## config.mk

```make
export PLATFORM = sky130hd
export DESIGN_NAME = seg7_scan_ctrl
export DESIGN_NICKNAME = d
export VERILOG_FILES = /design/src/rtl/seg7_scan_ctrl.sv
export SDC_FILE = /design/constraint.sdc
export NUM_CORES = 1
export LEC_CHECK = 0
export ABC_AREA = 1
export CAP_MARGIN = 0
export CORE_MARGIN = 4
export CORE_UTILIZATION = 35
export DETAILED_ROUTE_END_ITERATION = 6
export DONT_BUFFER_PORTS = 1
export SLEW_MARGIN = 10
export SYNTH_ARGS = -nofsm -noshare
export SYNTH_HDL_FRONTEND = slang
export SYNTH_SLANG_ARGS = --single-unit
```

## constraint.sdc

```tcl
create_clock -name clk -period 3.1 [get_ports clk]
set_input_delay 0.62 -clock clk [delete_from_list [all_inputs] [get_ports clk]]
set_output_delay 0.62 -clock clk [all_outputs]
set_load 0.03 [all_outputs]
```

## src/rtl/seg7_scan_ctrl.sv

```systemverilog
// Scan controller that multiplexes one shared BCD-to-7-segment decoder across
// NUM_DIGITS common-anode digits, with tear-free frame updates and blanking guards.
module seg7_scan_ctrl #(
    parameter int NUM_DIGITS   = 4,
    parameter int REFRESH_DIV  = 1000,
    parameter int BLANK_CYCLES = 2
) (
    input  logic                    clk,
    input  logic                    rst,
    input  logic                    load,
    input  logic [4*NUM_DIGITS-1:0] data_in,
    input  logic                    lz_en,
    output logic [3:0]              bcd,
    input  logic [6:0]              seg_in,
    output logic [6:0]              seg,
    output logic [NUM_DIGITS-1:0]   an,
    output logic                    pending,
    output logic                    frame_start
);

    localparam int CW = $clog2(REFRESH_DIV);
    localparam int DW = $clog2(NUM_DIGITS);

    typedef enum logic {BLANK = 1'b0, SHOW = 1'b1} state_t;

    state_t                  state, state_next;
    logic                    run;
    logic [CW-1:0]           cnt, cnt_next;
    logic [DW-1:0]           dig, dig_next;
    logic                    slot_end, wrap;
    logic [4*NUM_DIGITS-1:0] shadow, shadow_next;
    logic [4*NUM_DIGITS-1:0] active, active_next;
    logic                    pending_next;
    logic [NUM_DIGITS-1:0]   sup;
    logic [NUM_DIGITS-1:0]   an_next;
    logic                    hi_zero;

    function automatic logic [3:0] digit_sel(input logic [4*NUM_DIGITS-1:0] v,
                                             input logic [DW-1:0] idx);
        digit_sel = 4'd0;
        for (int k = 0; k < NUM_DIGITS; k++) begin
            if (DW'(k) == idx) digit_sel = v[4*k +: 4];
        end
    endfunction

    assign seg = seg_in;

    // The first edge after reset release parks at cnt=0 so frame_start marks that cycle.
    assign slot_end = run && (cnt == CW'(REFRESH_DIV - 1));
    assign wrap     = slot_end && (dig == DW'(NUM_DIGITS - 1));

    always_comb begin
        cnt_next = cnt;
        dig_next = dig;
        if (!run) begin
            cnt_next = '0;
            dig_next = '0;
        end else if (slot_end) begin
            cnt_next = '0;
            dig_next = (dig == DW'(NUM_DIGITS - 1)) ? '0 : dig + DW'(1);
        end else begin
            cnt_next = cnt + CW'(1);
        end
    end

    always_comb begin
        state_next = (cnt_next < CW'(BLANK_CYCLES)) ? BLANK : SHOW;
    end

    // A load landing on the wrap edge bypasses the shadow so it is not lost.
    always_comb begin
        shadow_next  = shadow;
        active_next  = active;
        pending_next = pending;
        if (load) begin
            shadow_next  = data_in;
            pending_next = 1'b1;
        end
        if (wrap) begin
            if (load)         active_next = data_in;
            else if (pending) active_next = shadow;
            pending_next = 1'b0;
        end
    end

    always_comb begin
        sup     = '0;
        hi_zero = 1'b1;
        for (int i = NUM_DIGITS - 1; i >= 0; i--) begin
            hi_zero = hi_zero && (active_next[4*i +: 4] == 4'd0);
            sup[i]  = lz_en && (i != 0) && hi_zero;
        end
        an_next = '1;
        for (int i = 0; i < NUM_DIGITS; i++) begin
            if (state_next == SHOW && DW'(i) == dig_next && !sup[i]) an_next[i] = 1'b0;
        end
    end

    always_ff @(posedge clk) begin
        if (rst) begin
            state <= BLANK;
        end else begin
            state <= state_next;
        end
    end

    always_ff @(posedge clk) begin
        if (rst) begin
            run         <= 1'b0;
            cnt         <= '0;
            dig         <= '0;
            shadow      <= '0;
            active      <= '0;
            pending     <= 1'b0;
            an          <= '1;
            bcd         <= 4'd0;
            frame_start <= 1'b0;
        end else begin
            run         <= 1'b1;
            cnt         <= cnt_next;
            dig         <= dig_next;
            shadow      <= shadow_next;
            active      <= active_next;
            pending     <= pending_next;
            an          <= an_next;
            frame_start <= (cnt_next == '0) && (dig_next == '0);
            if (slot_end || !run) bcd <= digit_sel(active_next, dig_next);
        end
    end

endmodule
```

==> metrics.cfg, run 1 <==
[logic_synthesis]
async_flop_share_pct=0
synth_edf_count=0
syn_area_per_cell_um2=6.75
synth_warnings=0
synth_area_um2=2810
synth_top_area_cell=dfxtp_1
ys_ff_latch=55
synth_cell_types=32
synth_area_leaders=dfxtp_1 39%, nand2_1 18%, nor2_1 6.3%, nand3_1 5.3%, a21oi_1 4.5%
syn_nets=445
seq_area_frac_synth_pct=39.2
ys.flop_type=dfxtp_1
synth_common_cells=136 x nand2_1, 55 x dfxtp_1, 47 x nor2_1
synth_top_area_share_pct=39.2
synth_most_common_cell=nand2_1
synthCells=416

[cells_and_area]
syn2layout_area_growth_pct=3.43
antenna_cells=0
drive_above_1_share_pct=10.4
nFillCells=853
fin_area_um2=2910
fin_cells=505
final_core_utilization_pct=37.4
finish.net_count=431

[clocking]
cts_hold_buf=0
numClockSinks=55
h-tree-depth=2
cts_resized=0
post_cts_buffers=0
cts_made_buffers=5
cts_buffer_depth=2
cts_tree=built
clk_pin_slew_worst_paths_ps=100
cts-root-buf=clkbuf_8
worstSkewPairLatency_ps=310

[global_routing]
grtUsageTotal_pct=13.5
grt_max_degree=48
grt_pass1_wl_mm=10.7
grt_pass1_vias=2238
grt_overflow=0
antenna_found_initial=0

[die]
rows=32
io_pins=44
die_h_um=97.6
die_width_um=97.6
fp.coreArea_um2=7770
start_util_pct=36.2
dieArea_um2=9520

[sta]
final-setup-viol-count=0
post-route-period-util_pct=65.3
final_hold_viol_count=0
timing.slew.headroom_pct=66.9
timing.fmax_mhz=494
whs_ps=373
setup_tns_ps=0
drv_slew=0
rsz0062_at_grt=no
worstMarginPinSlew_ps=495
fin_ws_ps=1080
min_period_ps=2020
skew_ps=6.38

[setup_path]
path_max_fanout=17
slowest_delay_ps=360
worstSetupEndpointType=flip-flop
critPathTopFamily=simple AND/OR/NAND/NOR gates
start_kind=flip-flop
crit_chain=ha_1, nand3_1, nor2_4, nand4_4, o21ai_0, inv_1, nand3_1, nor2_4, nor2_1, nand2_1
crit_slowest_cell=dfxtp_1
worstPathArrival_ps=2230
required_ps=3310
crit_type=flip-flop to flip-flop
cp_num_buf_inv=1
rrSetupSlack_ps=1080

[detailed_routing]
ant_nets=0
post_drt_wl_per_cell_um=12.6
vias=2473
vias_per_cell=4.90
totalWireLength_mm=6.36
dr.pass1.iters=4
drc_errors=0
drtIter0Drc=114

[place]
portBuffers=0
post-place-ws_ps=1100
placed_area_um2=2820
gp_congestion=0.878
dp_cells=497
dp_hpwl_mm=4.69

[worst_hold_path]
hold_path_class=input port to flip-flop

[power_and_ir_drop]
powerDensity_nw_per_um2=416
ir_drop_mv=0.151
p_leak_nw=1.25
finalPower_mw=1.21

[status]
status=finished, final reports clean

[job]
max-cap-violations=0

-- cells by family after synthesis --
logic type                 Yosys count  synth area share (%)
AOI/OAI and AO/OA                   57                  11.4
xor gates and xnor gates             1                 0.312
adders and majority gates            2                 0.891
buffers and inverters               57                  9.09
DFF                                 55                  39.2
and+or+nand+nor                    244                  39.1
-- power breakdown --
group	leakage [nW]	internal (mW)	switching [mW]
combinational	0.757	0.0244	0.0447
clock	0.0412	0.159	0.233
sequential	0.448	0.724	0.0226
total	1.25	0.907	0.300
-- registers in the layout, summed over array words and instances (netlist names) --
register	count
active	16
an	4
bcd	4
cnt	10
dig	2
frame_start	1
pending	1
run	1
shadow	16
-- cells in the final DEF, fill, tap and decap left out, types with 2 or more instances in the layout --
cell type  instances
nand2_2            5
inv_2              8
inv_1             26
nand3_2            3
a21oi_1           25
nand2_1          136
clkbuf_8           5
o21ai_1            2
o21ai_2            5
nor2_4             5
dfxtp_1           55
nor2_2             3
ha_1               2
o21ai_0           18
nand3_1           30
nand4_1            6
o21a_1             4
nand2_4            2
nor3_1             4
nor2_1            47
-- worst register-to-register path, cell delays in order, from the launching register on --
cell and delay, ps:
dfxtp_1 360, ha_1 210, nand3_1 200, nor2_4 170, nand4_4 250, o21ai_0 260, inv_1 110, nand3_1 170
nor2_4 50, nor2_1 100, nand2_1 50
-- metal layers --
metal	GRT usage, %	up-vias	share of wire, %
li1	-	1288	-
met5	0	-	0
met4	4.37	0	1.3
met1	17.7	1128	49
met2	21.8	48	45
met3	3.52	9	4.9
-- path summary, 6_finish.rpt --
kind                   from  depth (start not counted)        end
setup / recovery     cnt[0]                         10      an[3]
hold / removal          rst                          1     cnt[5]
setup reg to reg     cnt[0]                         10      an[3]
hold reg to reg   shadow[3]                          2  shadow[3]
-- area by class of cell --
class | count | area, um2 | area share, %
Clock inverter | 2 | 12.5 | 0.431
Timing Repair Buffer | 1 | 7.51 | 0.258
Clock buffer | 6 | 72.6 | 2.50
Inverter | 35 | 131 | 4.52
Tap cell | 102 | 128 | 4.39
Multi-Input combinational cell | 304 | 1450 | 50.0
Sequential cell | 55 | 1100 | 37.9
Note: power is estimated with default switching activity, not from simulation.
==> run 2: changes to the inputs <==
- clock period: 3.1 -> 2 ns (I/O delays scaled with it)
==> metrics.cfg, run 2 (synthesis results as in run 1) <==
[status]
status=finished, final reports clean

[global_routing]
met3_usage_pct=3.23
grt_pass1_vias=2355
grt_max_degree=48
grt_pass1_wl_mm=10.9
grtUsageMet2_pct=21.6
gr-usage-met1_pct=18.4
busiest_layer=met2
antenna_found_initial=0
grtUsageTotal_pct=13.7
grt_overflow=0

[setup_path]
worstSetupEndpointType=flip-flop
rr_endpoint=bcd[0]
crit_slowest_cell=dfxtp_1
cp_num_buf_inv=1
regToRegStartpoint=cnt[1]
required_ps=2250
start_kind=flip-flop
path_max_fanout=8
crit_chain=ha_4, nand2_2, nor2_4, nand3_2, nand2_4, inv_2, nand2_4, nand2_4, nor2_4, nand2_1, nand3_1, nand2_1, a21oi_2
worstPathArrival_ps=2050
rrSetupSlack_ps=200
cpMostUsedCell=nand2_4
slowest_delay_ps=380
crit_type=flip-flop to flip-flop
critPathTopFamily=simple AND/OR/NAND/NOR gates
worstRegToRegCells=13
path_depth=13

[worst_hold_path]
min_to=cnt[9]
holdPathStages=1
hold_path_class=input port to flip-flop
holdCritStartpoint=rst

[cells_and_area]
antenna_cells=0
syn2layout_area_growth_pct=7.79
final_common_cell=nand2_1
finish.net_count=441
reg_top3=active: 16 flops, shadow: 16 flops, cnt: 10 flops
mostFrequentLayoutCells=136 x nand2_1, 54 x dfxtp_1, 45 x nor2_1, 29 x nand3_1, 26 x inv_1
drive_above_1_share_pct=14.5
nFillCells=850
fin_area_um2=3030

[job]
max-cap-violations=0

[sta]
drv_slew=0
setup_tns_ps=0
min_period_ps=1800
skew_ps=8.97
post-route-period-util_pct=90.1
worstMarginPinSlew_ps=395
timing.fmax_mhz=555
rsz0062_at_grt=no
timing.slew.headroom_pct=73.6
final_hold_viol_count=0
fin_ws_ps=198
final-setup-viol-count=0
whs_ps=147

[place]
placed_area_um2=2870
portBuffers=0
gp_congestion=0.851
post-place-ws_ps=95.4
dp_hpwl_mm=4.64

[die]
rows=32
io_pins=44
dieArea_um2=9520
die_h_um=97.6
start_util_pct=36.2
die_width_um=97.6
fp.coreArea_um2=7770

[detailed_routing]
totalWireLength_mm=6.29
post_drt_wl_per_cell_um=12.2
ant_nets=0
vias=2478
drtIter0Drc=169
drc_errors=0
vias_per_cell=4.81
dr.pass1.iters=6

[clocking]
cts_made_buffers=5
h-tree-depth=2
cts-root-buf=clkbuf_8
clk_pin_slew_worst_paths_ps=100
cts_tree=built
numClockSinks=55
cts_hold_buf=0
worstSkewPairLatency_ps=310
cts_buffer_depth=2

[power_and_ir_drop]
finalPower_mw=1.90
p_leak_nw=1.31
ir_drop_mv=0.275
powerDensity_nw_per_um2=629

==> run 2: final cells by class <==
type	count	area [um2]	area share (%)
Clock buffer	5	68.8	2.27
Clock inverter	3	18.8	0.620
Inverter	35	131	4.34
Multi-Input combinational cell	304	1500	49.4
Sequential cell	55	1100	36.4
Tap cell	102	128	4.21
Timing Repair Buffer	11	82.6	2.73
==> run 2: worst max-delay path by stage <==
stage               slack (ps)   start  endpoint
floorplan                  400  cnt[0]    bcd[1]
global placement           110  cnt[0]    bcd[0]
detailed placement         100  cnt[0]    bcd[0]
CTS                         60  cnt[0]    bcd[0]
global route                30  cnt[1]    bcd[0]
finish                     200  cnt[1]    bcd[0]
==> run 2: per-layer routing <==
layer  share of wire (%)  wire length (um)
met1                  49              3100
met3                 4.6               287
met5                   0                 0
met4                 1.4                91
met2                  45              2810
==> run 2: where the power goes <==
group	total (mW)	switching [mW]	internal (mW)	leakage (nW)
registers	1.15	0.0289	1.12	0.449
clock network	0.625	0.377	0.248	0.0483
logic	0.126	0.0787	0.0476	0.808
total	1.90	0.485	1.42	1.31
==> run 2: timing repair <==
item | in CTS | in global routing
setup endpoints to repair | 0 | 7
gates resized for setup | 0 | 10
setup buffers | 0 | 4
==> run 2: stage by stage <==
step	cells	utilization, %
after floorplan	416	-
after global placement	503	36.9
after detailed placement	503	36.9
after CTS	511	38.0
after global routing	515	39.0
final	515	39.0
==> run 3: changes to the inputs <==
- PLACE_DENSITY: not set -> 0.53
==> metrics.cfg, run 3 (synthesis results as in run 1) <==
[status]
status=finished, final reports clean

[power_and_ir_drop]
p_int_mw=1.44
power_frac_comb_pct=6.8
p_leak_nw=1.30
clockPowerShare_pct=32.7
switching_share_pct=24.2
ir_drop_mv=0.338
seq_power_share_pct=60.5
finalPower_mw=1.90
power.switching_uw=460
powerDensity_nw_per_um2=634

[detailed_routing]
totalWireLength_mm=6.90
ant_nets=0
post_drt_wl_per_cell_um=13.4
dr.pass1.iters=4
vias=2507
vias_per_cell=4.88
drtIter0Drc=117
drc_errors=0

[die]
die_width_um=97.6
dieArea_um2=9520
rows=32
die_h_um=97.6
fp.coreArea_um2=7770
io_pins=44
start_util_pct=36.2

[sta]
setup_tns_ps=0
rsz0062_at_grt=no
final-setup-viol-count=0
timing.fmax_mhz=544
min_period_ps=1840
skew_ps=12.9
post-route-period-util_pct=91.9
drv_slew=0
final_hold_viol_count=0
timing.slew.headroom_pct=73.7
worstMarginPinSlew_ps=394

[global_routing]
grtUsageTotal_pct=14.5
antenna_found_initial=0
grt_overflow=0
grt_pass1_wl_mm=11.4
grt_max_degree=48
grt_pass1_vias=2402

[place]
gp_congestion=0.892
dp_hpwl_mm=5.11
portBuffers=0

[setup_path]
rr_endpoint=bcd[1]
slowest_delay_ps=350
required_ps=2230
setup.worst_path.start=cnt[1]
start_kind=flip-flop
crit_slowest_cell=dfxtp_1
worstRegToRegCells=13
regToRegStartpoint=cnt[1]
path_max_fanout=8
rrSetupSlack_ps=160
crit_type=flip-flop to flip-flop
cpMostUsedCell=nand2_4
worstPathArrival_ps=2070
crit_chain=ha_2, nand2_2, nor2_4, nand3_2, nand2_4, inv_2, nand2_4, nand2_4, nor2_4, nand2_1, nand3_1, nand2_1, a21oi_1
worstSetupEndpointType=flip-flop

[worst_hold_path]
holdPathStages=1
hold_path_class=input port to flip-flop
min_to=cnt[5]
holdCritStartpoint=rst

[cells_and_area]
antenna_cells=0
nFillCells=868
reg_top3=active: 16 flops, shadow: 16 flops, cnt: 10 flops
multi_input_area_um2=1470
drive_above_1_share_pct=13.8
final_common_cell=nand2_1
mostFrequentLayoutCells=136 x nand2_1, 54 x dfxtp_1, 45 x nor2_1, 29 x nand3_1, 26 x inv_1
register_area_um2=1100
syn2layout_area_growth_pct=6.86
finish.net_count=441

[clocking]
cts_made_buffers=5
cts_tree=built
numClockSinks=55
cts-root-buf=clkbuf_8
cts_hold_buf=0
cts_buffer_depth=2
clk_pin_slew_worst_paths_ps=90
worstSkewPairLatency_ps=310
h-tree-depth=2

[job]
max-cap-violations=0

run 3: cell count changes in the layout (fill, tap and decap cells not counted), sizes merged:
cell,previous run,this run
clkbuf,5,6
clkinv,3,2
inv,35,34
run 3: layout make-up:
class	count	area share [%]
flip-flops and latches	55	36.7
clock inverters	1	0.167
multi-input cells	304	49.0
repair buffers	11	2.75
inverters	35	4.38
well taps	102	4.25
clock buffers	6	2.75
run 3: layer usage:
layer	GRT usage [%]	vias up	share of wire, %
met5	0	-	0
met1	17.6	1157	46
met4	4.37	0	1.7
met2	25.6	32	49
met3	3.23	9	3.4
li1	-	1309	-
run 3: critical path, delay by kind of cell (launching register included):
family | cells | cell delay (ps)
and+or+nand+nor | 10 | 1000
adders and majority gates | 1 | 210
AOI/OAI and AO/OA | 1 | 130
buffers and inverters | 1 | 90
DFF | 1 | 350
run 3: stage by stage:
stage                     cell area (um2)  worst slack, ps  hold slack (ps)  std cells  util (%)
after CTS                            2960             46.4              144        511      38.1
after global placement               2870              121              440        504      37.0
after detailed placement             2870             85.4              444        504      37.0
after global routing                 3000             8.22              135        514      38.6
after floorplan                      2810              400              438        416         -
final                                3000              161              157        514      38.6
run 3: what timing repair did:
| action | in CTS | in global routing |
|---|---|---|
| endpoints found under the setup margin | 0 | 7 |
| resized for setup | 0 | 7 |
| buffers inserted | 0 | 3 |
run 3: worst max path at each step:
stage	to	slack [ps]	cells after the start
2_1_floorplan	bcd[1]	400	11
3_3_place_gp	bcd[1]	120	13
3_5_place_dp	bcd[1]	90	13
4_1_cts	bcd[1]	50	13
5_1_grt	bcd[0]	8	13
6_report	bcd[1]	160	13
run 3: power by group through the flow:
stage | clock network [mW] | logic [mW] | registers, mW
after floorplan | 0 | 0.136 | 1.17
after global placement | 0 | 0.125 | 1.18
after global routing | 0.693 | 0.147 | 1.16
after CTS | 0.650 | 0.128 | 1.15
after detailed placement | 0 | 0.127 | 1.18
final | 0.621 | 0.129 | 1.15
